[config.mk]
export PLATFORM = sky130hd
export DESIGN_NAME = led_pattern_ctrl
export DESIGN_NICKNAME = d
export VERILOG_FILES = /design/src/rtl/led_pattern_ctrl.sv
export SDC_FILE = /design/constraint.sdc
export NUM_CORES = 1
export LEC_CHECK = 0
export ABC_CLOCK_PERIOD_IN_PS = 4150
export CAP_MARGIN = 15
export CELL_PAD_IN_SITES_DETAIL_PLACEMENT = 2
export CELL_PAD_IN_SITES_GLOBAL_PLACEMENT = 2
export CORE_ASPECT_RATIO = 1.25
export CORE_MARGIN = 4
export CORE_UTILIZATION = 39
export CTS_CLUSTER_DIAMETER = 200
export CTS_CLUSTER_SIZE = 20
export DETAILED_ROUTE_END_ITERATION = 8
export PLACE_DENSITY = 0.82
export SYNTH_ARGS = -nofsm -noshare
export SYNTH_HDL_FRONTEND = slang
export SYNTH_SLANG_ARGS = --single-unit
[constraint.sdc]
create_clock -name CLK -period 4.15 [get_ports CLK]
set_clock_uncertainty 0.2 [all_clocks]
set_input_delay 0.83 -clock CLK [delete_from_list [all_inputs] [get_ports CLK]]
set_output_delay 0.83 -clock CLK [all_outputs]
set_load 0.03 [all_outputs]
[src/rtl/led_pattern_ctrl.sv]
// Multi-channel LED driver: a shared prescaler TICK steps each channel's
// OFF / ON / BLINK / BURST pattern; BURST ends with a one-cycle DONE pulse.
module led_pattern_ctrl #(
  parameter  int unsigned NUM_CH   = 4,
  parameter  int unsigned PRESCALE = 50000,
  parameter  int unsigned CNT_W    = 16,
  parameter  int unsigned BURST_W  = 8,
  localparam int unsigned ADDR_W   = (NUM_CH > 1) ? $clog2(NUM_CH) : 1
) (
  input  logic                CLK,
  input  logic                RST_N,
  input  logic                WE,
  input  logic [ADDR_W-1:0]   ADDR,
  input  logic [1:0]          MODE,
  input  logic [CNT_W-1:0]    HALF_PERIOD,
  input  logic [BURST_W-1:0]  BURST_CNT,
  output logic [NUM_CH-1:0]   LED,
  output logic [NUM_CH-1:0]   BUSY,
  output logic [NUM_CH-1:0]   DONE
);

  localparam int unsigned     PS_W    = (PRESCALE > 1) ? $clog2(PRESCALE) : 1;
  localparam logic [PS_W-1:0] PS_LAST = PS_W'(PRESCALE - 1);

  typedef enum logic [1:0] {
    MODE_OFF   = 2'b00,
    MODE_ON    = 2'b01,
    MODE_BLINK = 2'b10,
    MODE_BURST = 2'b11
  } mode_e;

  logic [PS_W-1:0] ps_cnt;
  logic            tick;
  logic            wr_ok;

  mode_e [NUM_CH-1:0]              mode_q,   mode_d;
  logic  [NUM_CH-1:0][CNT_W-1:0]   half_q,   half_d;
  logic  [NUM_CH-1:0][CNT_W-1:0]   phase_q,  phase_d;
  logic  [NUM_CH-1:0][BURST_W-1:0] remain_q, remain_d;
  logic  [NUM_CH-1:0]              led_q,    led_d;
  logic  [NUM_CH-1:0]              busy_q,   busy_d;
  logic  [NUM_CH-1:0]              done_q,   done_d;

  // Shared prescaler: TICK on the last count of each PRESCALE window
  always_ff @(posedge CLK or negedge RST_N) begin
    if (!RST_N) begin
      ps_cnt <= '0;
    end else if (ps_cnt == PS_LAST) begin
      ps_cnt <= '0;
    end else begin
      ps_cnt <= ps_cnt + PS_W'(1);
    end
  end

  assign tick  = (ps_cnt == PS_LAST);
  assign wr_ok = WE && (32'(ADDR) < NUM_CH);

  // Channel state register
  always_ff @(posedge CLK or negedge RST_N) begin
    if (!RST_N) begin
      for (int i = 0; i < NUM_CH; i++) begin
        mode_q[i] <= MODE_OFF;
      end
      half_q   <= '0;
      phase_q  <= '0;
      remain_q <= '0;
      led_q    <= '0;
      busy_q   <= '0;
      done_q   <= '0;
    end else begin
      mode_q   <= mode_d;
      half_q   <= half_d;
      phase_q  <= phase_d;
      remain_q <= remain_d;
      led_q    <= led_d;
      busy_q   <= busy_d;
      done_q   <= done_d;
    end
  end

  // Per-channel next state; a write to a channel masks that channel's TICK
  always_comb begin
    mode_d   = mode_q;
    half_d   = half_q;
    phase_d  = phase_q;
    remain_d = remain_q;
    led_d    = led_q;
    busy_d   = busy_q;
    done_d   = '0;
    for (int i = 0; i < NUM_CH; i++) begin
      if (wr_ok && (ADDR == ADDR_W'(i))) begin
        mode_d[i]   = mode_e'(MODE);
        half_d[i]   = (HALF_PERIOD == '0) ? CNT_W'(1) : HALF_PERIOD;
        phase_d[i]  = '0;
        remain_d[i] = BURST_CNT;
        led_d[i]    = 1'b0;
        busy_d[i]   = 1'b0;
        case (mode_e'(MODE))
          MODE_OFF:   led_d[i] = 1'b0;
          MODE_ON:    led_d[i] = 1'b1;
          MODE_BLINK: led_d[i] = 1'b1;
          MODE_BURST: begin
            if (BURST_CNT != '0) begin
              led_d[i]  = 1'b1;
              busy_d[i] = 1'b1;
            end else begin
              done_d[i] = 1'b1;
              mode_d[i] = MODE_OFF;
            end
          end
        endcase
      end else if (tick && ((mode_q[i] == MODE_BLINK) || (mode_q[i] == MODE_BURST))) begin
        if (phase_q[i] == (half_q[i] - CNT_W'(1))) begin
          phase_d[i] = '0;
          led_d[i]   = ~led_q[i];
          // Bursts count falling edges; the last one finishes the burst
          if ((mode_q[i] == MODE_BURST) && led_q[i]) begin
            remain_d[i] = remain_q[i] - BURST_W'(1);
            if (remain_q[i] == BURST_W'(1)) begin
              busy_d[i] = 1'b0;
              done_d[i] = 1'b1;
              mode_d[i] = MODE_OFF;
            end
          end
        end else begin
          phase_d[i] = phase_q[i] + CNT_W'(1);
        end
      end
    end
  end

  assign LED  = led_q;
  assign BUSY = busy_q;
  assign DONE = done_q;

endmodule

== After elaboration in Yosys (flattened, before gate mapping) ==
Index checks and enable logic that the tools add are counted.
Widths: inputs -> output; s select.

* Register bits: 196
* Bits in latches: 0
* Bits in writable memories: 0
* Memory bits (read-only): 0
* Input port bits: 31
* Output and inout port bits: 12
* Logic and storage cells: 224
* Memories: 0

* Add/subtract/negate cells: 13
* Multiply operators: 0
* Div/mod/pow operators: 0
* $lt $le $gt $ge: 0
* Equality and inequality tests: 23
* Shift operators: 0
* Multiplexer cells: 109
* Bitwise operators: 4
* Reductions and logical operators: 49

{| class="wikitable"
|+ Operators with widths
! operator !! number
|-
| $mux 16 || 14
|-
| $mux 8 || 16
|-
| $add 16x1->16 const B || 5
|-
| $eq 16x16->1 || 4
|-
| $sub 16x1->16 const B || 4
|-
| $mux 1 || 56
|-
| $mux 2 || 22
|-
| $eq 8x1->1 const B || 4
|-
| $reduce_bool 2->1 || 16
|-
| $sub 8x1->8 const B || 4
|-
| $eq 2x2->1 const B || 12
|-
| $eq 16x16->1 const B || 1
|-
| $logic_not 16->1 || 1
|-
| $reduce_and 4->1 || 4
|-
| $logic_and 1x1->1 || 12
|-
| $reduce_and 3->1 || 4
|-
| $reduce_and 2->1 || 4
|-
| $reduce_bool 8->1 || 1
|-
| $eq 2x1->1 const B || 2
|-
| $logic_not 2->1 || 2
|-
| $logic_or 1x1->1 || 4
|-
| $not 1->1 || 4
|-
| $pmux 1 s3 || 1
|-
| $reduce_or 2->1 || 1
|}

== Logic depth before layout (Yosys ltp) ==
* Depth after elaboration: 6
* Mapped depth: 14
* Gate-level depth less buffers: 10

== Least setup slack after synthesis ==
Ideal clock, no wire load.

* Path kind: register -> register
* From: register half_q[32] in the netlist's numbering
* To: register phase_q[38] in the netlist's numbering
* Library setup time: 0.121 ns
* Arrival: 3.310 ns
* Data required time: 3.829 ns
* Setup slack: 0.519 ns
* Cell stages (with the launch flop): 14
* Buffers on the path: 3
* Period minus slack after synthesis: 3.631 ns
* Path through: dfrtp_1 > clkbuf_1 > inv_1 > ha_1 > or4b_1 > or4_1 > or4_1 > o211ai_1 > nand2_1 > nor3_1 > or2_0 > clkbuf_1 > buf_2 > nor2_1

* Word-level cells in the longest chain between the ends: 5

{| class="wikitable"
|+ Ends and longest elaborated chain
! item !! line !! text
|-
| start: declaration || 37 || <nowiki>logic [NUM_CH-1:0][CNT_W-1:0] half_q, half_d;</nowiki>
|-
| start signal: assignment || 72 || <nowiki>half_q <= half_d;</nowiki>
|-
| $sub 16x1->16 || 113 || <nowiki>if (phase_q[i] == (half_q[i] - CNT_W'(1))) begin</nowiki>
|-
| $eq 16x16->1 || 113 ||
|-
| $mux 16 || 113 ||
|-
| $mux 16 || 112 || <nowiki>end else if (tick && ((mode_q[i] == MODE_BLINK) || (mode_q[i] == MODE_BURST))) begin</nowiki>
|-
| $mux 16 || 91 || <nowiki>if (wr_ok && (ADDR == ADDR_W'(i))) begin</nowiki>
|-
| end signal: assignment || 73 || <nowiki>phase_q <= phase_d;</nowiki>
|-
| end: declaration || 38 || <nowiki>logic [NUM_CH-1:0][CNT_W-1:0] phase_q, phase_d;</nowiki>
|}

Every way passes these cells. The select of a mux whose other input is x is not followed.
A chain may end at the register's enable or synchronous reset.

== Worst setup path in the final report ==
* From: register half_q[0] in the netlist's numbering
* To: register mode_q[1] in the netlist's numbering

* Word-level cells in the longest chain between the ends: 4

{| class="wikitable"
|+ Ends and longest elaborated chain
! item !! line !! text
|-
| $sub 16x1->16 || 113 ||
|-
| $eq 16x16->1 || 113 ||
|-
| $reduce_bool 2->1 (no source line) || n/a ||
|-
| $reduce_and 4->1 (no source line) || n/a ||
|-
| end signal: assignment || 71 || <nowiki>mode_q <= mode_d;</nowiki>
|-
| end: declaration || 36 || <nowiki>mode_e [NUM_CH-1:0] mode_q, mode_d;</nowiki>
|}

Every way passes these cells.

==> run metrics <==
status complete, no violations; crit-path leading delay family simple AND/OR/NAND/NOR gates; die extent in y 201 um; post-synthesis cell area 11600 um2; FF-to-FF Start half_q[0]; critical path endpoint category flip-flop; Combinational Power Share 0.216; Peak supply drop 0.206 mV; Post-CTS Hold Buffers 0; MaxCap Viol Count 0; initial antenna violation count 1; DRC viols 0; Int Pwr about 0.0033 W; xor/xnor share of the synthesized area 0.126; share of cells above drive strength 1 0.0886; top cell type's share of synthesized area 0.424; number of buffers created by CTS 17; Max Fclk around 260 MHz; buffer and inverter count on the worst path 1; number of global-route vias before repair approximately 12000; Area growth, synth to finish 14.3%; global-route wire length before repair about 65 mm; Leak Pwr between 5 and 6 nW; Via-to-Cell Ratio 5.75; crit-path cells inv_1, ha_1, or3b_2, o31ai_2, nor4b_2, a311oi_1, or4_1, or2_1, or3_4, a31o_1; dominant cells by area after synthesis dfrtp_1 42%, nand2_1 9.1%, xnor2_1 7.5%; # IOs between 40 and 50; Sequential Power Share 0.465; placer congestion estimate a little over 0.8; CTS clk-pin slew, worst paths approximately 0.080 ns; die area between 30000 and 40000 um2; core area between 20000 and 30000 um2; WP data required 4.29 ns; final hold vios 0; EDFF count, synth 0; Compound-Gate Fraction of Synth Area 0.0846; post-CTS sizing 0; largest net degree at the start of global routing slightly below 80; adder-cell share of the synthesized area 0.0205; DRT Pass-1 Iters 5; R2R Path End mode_q[1]; fillers between 3000 and 4000; PortBufs between 40 and 50; Post-CTS Setup Repair Bufs 0; Simple-Gate Fraction of Synth Area 0.301; critical path fanouts, max 7; FF+latch count, synth a little under 200; drt total wl between 30 and 40 mm; Overflow after GRT 0; TritonCTS clock tree built; FP Rows 70; clk root buf clkbuf_16; final layout net count 1448; library cells used by synthesis between 70 and 80; Switch Pwr around 0.0017 W; Synth area leader dfrtp_1; most frequent cell after synthesis nand2_1; Final Total Pwr between 0.005 and 0.006 W; r2r worst-path depth 10; HP Class input port to asynchronous set/reset pin; Critical Path AT 4.03 ns; Synth Net Count between 1000 and 1500; worst reg2reg setup slack 0.25 ns; Final setup viols 0; Multi-input gate area around 6400 um2; Avg Synthesized Cell Area approximately 8.6 um2; clock tree buffer depth 2; HPWL after DPL 28.4 mm; Max-slew headroom 0.432; worst skew pair latency 0.45 ns; largest family of logic cells by synthesized area simple AND/OR/NAND/NOR gates; CP max-delay cell or4_1; Starting Density 0.395; post-synthesis sequential area ratio 0.424; sequential standard cell area between 4000 and 5000 um2; mux contribution to synthesized area 0.0125; Synth warnings 0; CTS HTree Levels 4; Antenna diodes 0; Die Span X 162 um; Worst setup startpoint half_q[0]; ys flop type dfrtp_1; CP Class flip-flop to flip-flop; Clk pwr share 0.319; Setup TNS Final 0 ns; Pwr per Cell Area approximately 380 nW/um2; ANT nets after route 0; gr usage total 0.249; WL/cell 22.0 um; Core Util, Final 0.452; sw frac 0.340; post-route clock period utilization 0.939; Synth Instances between 1000 and 1500; Sink Count approximately 200; initial drt markers 517; Synth top cells by count 282 x nand2_1, 196 x dfrtp_1, 132 x nor2_1; startpoint types flip-flop; vias post-DR ~10000; Pins Over Slew Limit 0; Worst path max stage delay between 0.6 and 0.7 ns; RSZ-0062 raised after global routing no; Async S/R FF share, synth 1.00; Least-Margin Pin Slew 0.851 ns; crit path time final between 3 and 4 ns
## cells in the final DEF (no fill, tap or decap), types with 17 or more instances in the layout
cell,count
dfrtp_1,196
nor3_1,39
nand4_1,28
clkbuf_16,17
nor4_1,34
nand3_1,34
nor2_1,130
ha_1,19
a21oi_1,29
or4_1,21
clkdlybuf4s50_1,41
buf_4,47
o21ai_0,51
xnor2_1,99
and3_1,25
nand2_1,282
xor2_1,67
inv_1,30
## worst register-to-register path: stages (launching register included)
cell	delay (ns)
dfrtp_1	0.45
inv_1	0.08
ha_1	0.21
or3b_2	0.51
o31ai_2	0.23
nor4b_2	0.24
a311oi_1	0.13
or4_1	0.68
or2_1	0.36
or3_4	0.44
a31o_1	0.23
## power by group through the flow
stage / Combinational (W) / Sequential, W / Clock (W)
floorplan: 0.000703 / 0.00230 / 0
global placement: 0.00101 / 0.00237 / 0
detailed placement: 0.00107 / 0.00238 / 0
CTS: 0.00110 / 0.00235 / 0.00164
global route: 0.00121 / 0.00239 / 0.00172
finish: 0.00109 / 0.00235 / 0.00161
## registers in the layout, indices dropped and copies added (netlist names)
signal,count
BUSY,4
DONE,4
LED,4
half_q,64
mode_q,8
phase_q,64
ps_cnt,16
remain_q,32
## cells by family (layout without fill, tap and decap cells)
kind of cell / Yosys count / count (layout)
AND/OR/NAND/NOR: 709 / 709
flip-flops: 196 / 196
XOR/XNOR: 166 / 166
AO/OA/AOI/OAI: 154 / 154
buffers and inverters: 94 / 153
adder cells (fa/ha/maj): 19 / 19
multiplexers: 14 / 14
## metal layers
metal | global-route usage | up-vias | share of wire
li1 | - | 4739 | -
met1 | 0.309 | 5396 | 0.43
met2 | 0.439 | 179 | 0.51
met3 | 0.0294 | 76 | 0.027
met4 | 0.0958 | 2 | 0.034
met5 | 0 | - | 0.00033
## how the worst max path moves through the flow
stage                     depth (start not counted)  slack [ns]     endpoint
final                                            10        0.25    mode_q[1]
after global routing                             11        0.06  phase_q[47]
after CTS                                        10        0.13      DONE[1]
after detailed placement                         10        0.16      DONE[1]
after global placement                           10        0.33      DONE[1]
after floorplan                                  13        0.52  phase_q[38]
## final cells by class
cell class	count	area share
timing repair buffer	91	0.0618
clock inverter	14	0.00795
tap	396	0.0375
clock buffer	18	0.0332
sequential	196	0.371
inverter	30	0.00851
multi-input combinational	1062	0.480
## through the flow
step           std cells  setup WS [ns]  hold WS (ns)  cell area, um2
4_1_cts             1807          0.133         0.239           13200
3_3_place_gp        1775          0.334         0.278           12600
5_1_grt             1807         0.0582         0.253           13200
6_report            1807          0.253         0.204           13200
2_1_floorplan       1352          0.519         0.265           11600
3_5_place_dp        1775          0.158         0.294           12600
Note: power is estimated with default switching activity, not from simulation.
